`src/rtl/effect_sample_sequencer.sv`:
```
// Feeds codec samples to one effect core over a my_turn/done handshake and collects one output per input.
// Optional dry/wet averaging of the effect result is enabled by defining EFFECT_SEQ_DRY_WET_MIX_EN.
module effect_sample_sequencer #(
  parameter int DATA_WIDTH     = 16,
  parameter int TIMEOUT_CYCLES = 4096,
  parameter int GAP_CYCLES     = 2
) (
  input  logic                         clk,
  input  logic                         rst,
  input  logic signed [DATA_WIDTH-1:0] sample_in,
  input  logic                         sample_valid,
  input  logic                         cs,
  input  logic                         effect_done,
  input  logic signed [DATA_WIDTH-1:0] effect_data,
  output logic signed [DATA_WIDTH-1:0] effect_data_in,
  output logic                         my_turn,
  output logic signed [DATA_WIDTH-1:0] sample_out,
  output logic                         sample_out_valid,
  output logic                         busy,
  output logic [7:0]                   overrun_cnt,
  output logic [7:0]                   timeout_cnt
);
  localparam int WW = $clog2(TIMEOUT_CYCLES);
  localparam int GW = $clog2(GAP_CYCLES) + 1;
  localparam logic [WW-1:0] WDOG_LAST = WW'(TIMEOUT_CYCLES - 1);
  localparam logic [GW-1:0] GAP_LAST  = GW'(GAP_CYCLES - 1);

  typedef enum logic [1:0] {IDLE, WAIT_DONE, GAP} state_t;
  state_t state, state_nxt;

  logic signed [DATA_WIDTH-1:0] pending, dry, cand, effect_result;
  logic                         pending_valid, cand_valid, timeout_hit;
  logic [WW-1:0]                wdog;
  logic [GW-1:0]                gap;

  function automatic logic [7:0] sat_inc(input logic [7:0] v);
    return (v == 8'hFF) ? v : v + 8'd1;
  endfunction

`ifdef EFFECT_SEQ_DRY_WET_MIX_EN
  // One guard bit makes the sum exact; dropping the LSB is a floor halving.
  function automatic logic signed [DATA_WIDTH-1:0] mix(input logic signed [DATA_WIDTH-1:0] a,
                                                       input logic signed [DATA_WIDTH-1:0] b);
    logic signed [DATA_WIDTH:0] sum;
    sum = {a[DATA_WIDTH-1], a} + {b[DATA_WIDTH-1], b};
    return sum[DATA_WIDTH:1];
  endfunction
  assign effect_result = mix(dry, effect_data);
`else
  assign effect_result = effect_data;
`endif

  // A buffered sample always takes priority over a fresh strobe.
  assign cand_valid  = pending_valid | sample_valid;
  assign cand        = pending_valid ? pending : sample_in;
  assign timeout_hit = (wdog == WDOG_LAST);

  always_ff @(posedge clk or negedge rst) begin
    if (!rst) state <= IDLE;
    else      state <= state_nxt;
  end

  always_comb begin
    state_nxt = state;
    case (state)
      IDLE:      if (cand_valid && cs)              state_nxt = WAIT_DONE;
      WAIT_DONE: if (effect_done || timeout_hit)    state_nxt = GAP;
      GAP:       if (gap == GAP_LAST)               state_nxt = IDLE;
      default:                                      state_nxt = IDLE;
    endcase
  end

  always_ff @(posedge clk or negedge rst) begin
    if (!rst) begin
      effect_data_in   <= '0;
      my_turn          <= 1'b0;
      sample_out       <= '0;
      sample_out_valid <= 1'b0;
      busy             <= 1'b0;
      overrun_cnt      <= '0;
      timeout_cnt      <= '0;
      pending          <= '0;
      pending_valid    <= 1'b0;
      dry              <= '0;
      wdog             <= '0;
      gap              <= '0;
    end else begin
      sample_out_valid <= 1'b0;
      busy             <= (state_nxt != IDLE);

      // Pending slot: drained in IDLE (refilled by a same-cycle strobe), filled otherwise.
      if (state == IDLE) begin
        if (pending_valid) begin
          pending_valid <= sample_valid;
          if (sample_valid) pending <= sample_in;
        end
      end else if (sample_valid) begin
        pending       <= sample_in;
        pending_valid <= 1'b1;
        if (pending_valid) overrun_cnt <= sat_inc(overrun_cnt);
      end

      case (state)
        IDLE: begin
          if (cand_valid) begin
            if (cs) begin
              effect_data_in <= cand;
              dry            <= cand;
              my_turn        <= 1'b1;
              wdog           <= '0;
            end else begin
              sample_out       <= cand;
              sample_out_valid <= 1'b1;
            end
          end
        end
        WAIT_DONE: begin
          wdog <= wdog + 1'b1;
          if (effect_done) begin
            sample_out       <= effect_result;
            sample_out_valid <= 1'b1;
            my_turn          <= 1'b0;
            gap              <= '0;
          end else if (timeout_hit) begin
            sample_out       <= dry;
            sample_out_valid <= 1'b1;
            my_turn          <= 1'b0;
            gap              <= '0;
            timeout_cnt      <= sat_inc(timeout_cnt);
          end
        end
        GAP:     gap <= gap + 1'b1;
        default: ;
      endcase
    end
  end
endmodule

```
`config.mk`:
```
export PLATFORM = sky130hd
export DESIGN_NAME = effect_sample_sequencer
export DESIGN_NICKNAME = d
export VERILOG_FILES = /design/src/rtl/effect_sample_sequencer.sv
export SDC_FILE = /design/constraint.sdc
export NUM_CORES = 1
export LEC_CHECK = 0
export ABC_AREA = 1
export CORE_ASPECT_RATIO = 1.75
export CORE_MARGIN = 3
export CORE_UTILIZATION = 60
export DETAILED_ROUTE_END_ITERATION = 12
export DONT_BUFFER_PORTS = 1
export HOLD_SLACK_MARGIN = 0.02
export PLACE_DENSITY_LB_ADDON = 0.25
export SLEW_MARGIN = 25
export SYNTH_ARGS = -nofsm -noshare
export SYNTH_HDL_FRONTEND = slang
export SYNTH_SLANG_ARGS = --single-unit
```
`constraint.sdc`:
```
create_clock -name clk -period 4.75 [get_ports clk]
set_input_delay 0.95 -clock clk [delete_from_list [all_inputs] [get_ports clk]]
set_output_delay 0.95 -clock clk [all_outputs]
set_load 0.03 [all_outputs]
```
==> flow_summary.json <==
{
  "final_net_count": 580,
  "synth_nets": 590,
  "vias": 3586,
  "die_w_um": 69.97,
  "worstPathMaxFanout": 42,
  "cts_inserted_buffers": 9,
  "drv_cap": 0,
  "cp.arrival_ns": 2.73,
  "period_share": 0.5269,
  "drv_slew": 0,
  "p_per_area_mw_per_mm2": 669.0,
  "io_pins": 88,
  "clockBufferDepth": 2,
  "ys_ff_latch": 84,
  "required_ns": 4.98,
  "p_switching_mw": 1.423,
  "vias_per_cell": 5.728,
  "wl_met3_um": 530,
  "post_cts_buffers": 0,
  "p_int_mw": 1.639,
  "holdBufCountCts": 0,
  "hold_path_class": "primary input to async pin",
  "wl_per_cell_um": 15.52,
  "first_pass_iters": 5,
  "hold_viol_final": 0,
  "drc": 0,
  "num_rows": 40,
  "wl_met2_um": 5086,
  "crit_type": "flop to flop",
  "synth_top_area_share": 0.4892,
  "avgSynthCellArea_um2": 7.826,
  "grt_max_degree": 85,
  "io_buffer_count": 0,
  "p_comb_frac": 0.292,
  "root_buffer": "clkbuf_16",
  "clock_sinks": 84,
  "grt.total_usage": 0.2468,
  "skew_ns": 0.005403,
  "power.share.sequential": 0.505,
  "hold_ws_ns": 0.3035,
  "rsz0062_at_grt": "no",
  "finalCriticalPeriod_ns": 2.503,
  "critPathLaunchType": "flop",
  "die_area_mm2": 0.008253,
  "grt_pass1_wl_um": 16490,
  "grt_pass1_vias": 3555,
  "endpoint_kind": "flop",
  "synth_area_leaders": "dfrtp_1, nand2_1, o21ai_0",
  "drt-met1-wl_um": 3813,
  "grt_overflow": 0,
  "yosysUniqueCellTypes": 33,
  "core_mm2": 0.006907,
  "timing.slew.headroom": 0.4089,
  "chipHeight_um": 117.9,
  "ant_nets": 0,
  "worstSkewPairLatency_ns": 0.34,
  "fin_tns_setup_ns": 0,
  "clkPwrFrac": 0.203,
  "fillers": 573,
  "synth_seq_area_share": 0.4892,
  "topRoutingLayerUsed": "met4",
  "finalWeightedCongestion": 0.9096,
  "power_mw": 3.062,
  "ir_worst_vdd_v": 0.0003561,
  "antenna_cells": 0,
  "area_growth_pct": 6.523,
  "switching_share": 0.4647,
  "status": "completed",
  "h-tree-depth": 3,
  "dp_hpwl_um": 6855,
  "cts_tree": "built",
  "fmax_ghz": 0.3996,
  "clk_pin_slew_worst_paths_ns": 0.06,
  "drt-initial-drc-count": 202,
  "finish.utilization": 0.6627,
  "syn_inst": 549,
  "report.final.setup_viol": 0,
  "yosys.area.top_type": "dfrtp_1",
  "layout-drive-gt1-share": 0.06458,
  "cts_resized": 0,
  "worst_pin_slew_ns": 0.8812,
  "initial_utilization": 0.6221,
  "antenna_found_initial": 0,
  "synth_warnings": 0,
  "routed_wl_um": 9716,
  "leakage_nw": 2.246,
  "netlist_area_mm2": 0.004297
}
[cells in the final DEF, fill, tap and decap left out, drive strengths merged]
cell	count
and3	1
a21oi	19
a21boi	1
inv	62
xor2	9
ha	4
xnor2	3
dfrtp	84
nand3	43
nand2	167
o211ai	16
o22ai	1
a22o	1
nand3b	3
nor2	35
or2	2
o2111ai	1
nor3	3
a22oi	1
o21ai	65
clkbuf	11
clkinv	4
nand4	6
[power groups by stage]
stage | combinational [mW] | clock [mW] | sequential, mW
after floorplan | 0.774 | 0 | 1.45
after detailed placement | 0.884 | 0 | 1.56
after global routing | 1.04 | 0.661 | 1.58
after global placement | 0.837 | 0 | 1.55
after CTS | 0.898 | 0.629 | 1.55
final | 0.894 | 0.621 | 1.55
[state kept, by name, indices dropped and copies added, names as in the netlist]
signal,cells
timeout_cnt,8
pending_valid,1
sample_out_valid,1
gap,2
busy,1
sample_out,16
dry,16
wdog,12
pending,16
state,2
my_turn,1
overrun_cnt,8
[per-layer routing]
| layer | up-vias | global-route usage |
|---|---|---|
| li1 | 1758 | - |
| met1 | 1717 | 0.2821 |
| met2 | 90 | 0.4277 |
| met3 | 21 | 0.05897 |
| met4 | 0 | 0.1151 |
| met5 | - | 0 |
[path summary, 6_finish.rpt]
path                                         start                          to  slack (ns)  cells after the start
min in group clk                gap[1]$_DFFE_PN0P_          gap[1]$_DFFE_PN0P_        0.51                      2
max in group asynchronous                      rst         dry[12]$_DFFE_PN0P_        4.31                      0
worst max-delay path            state[1]$_DFF_PN0_   sample_out[7]$_DFFE_PN0P_        2.25                      6
worst max register to register  state[1]$_DFF_PN0_   sample_out[7]$_DFFE_PN0P_        2.25                      6
worst min-delay path                           rst  timeout_cnt[5]$_DFFE_PN0P_        0.30                      0
worst min register to register  gap[1]$_DFFE_PN0P_          gap[1]$_DFFE_PN0P_        0.51                      2
[Yosys cell counts]
cell type,number
a21boi_4,1
a21oi_1,19
a22o_1,1
a22oi_1,1
and3_1,1
buf_1,5
buf_2,6
buf_4,1
buf_6,1
clkbuf_1,8
dfrtp_1,84
ha_1,4
inv_1,57
inv_2,6
nand2_1,164
nand2_2,1
nand2_4,2
nand3_1,42
nand3_2,1
nand3b_1,3
nand4_1,6
nor2_1,29
nor2_2,4
nor2_4,2
nor3_1,3
o2111ai_1,1
o211ai_1,16
o21ai_0,62
o21ai_1,3
o22ai_1,1
or2_2,2
xnor2_1,3
xor2_1,9
[cells by family after synthesis]
kind of cell | Yosys count | share of synthesized area
and+or+nand+nor | 260 | 0.2595
AOI/OAI and AO/OA | 105 | 0.1375
buffers and inverters | 84 | 0.07775
DFF | 84 | 0.4892
xor gates and xnor gates | 12 | 0.02446
adders and majority gates | 4 | 0.01165
[worst max-delay path, stage by stage (launching register included)]
cell	delay, ns
dfrtp_1	0.45
nor2_4	0.71
inv_2	0.26
a21boi_4	0.52
nand2_4	0.24
nand2_1	0.13
nand2_1	0.06
[final cells by class]
| type | count | area (um2) | area share |
|---|---|---|---|
| well taps | 84 | 105.1 | 0.02296 |
| flip-flops and latches | 84 | 2103 | 0.4595 |
| multi-input cells | 381 | 1874 | 0.4095 |
| clock inverters | 3 | 15.01 | 0.003280 |
| clock buffers | 11 | 242.7 | 0.05303 |
| inverters | 63 | 236.5 | 0.05167 |
[per-stage QoR]
step                      instance area, um2  instances  setup WS (ns)
after floorplan                         4297        549          2.939
after global placement                  4308        612          2.297
after detailed placement                4315        612          2.252
after CTS                               4573        626          2.232
after global routing                    4577        626          2.013
final                                   4577        626          2.247
(Power assumes the default switching activity.)
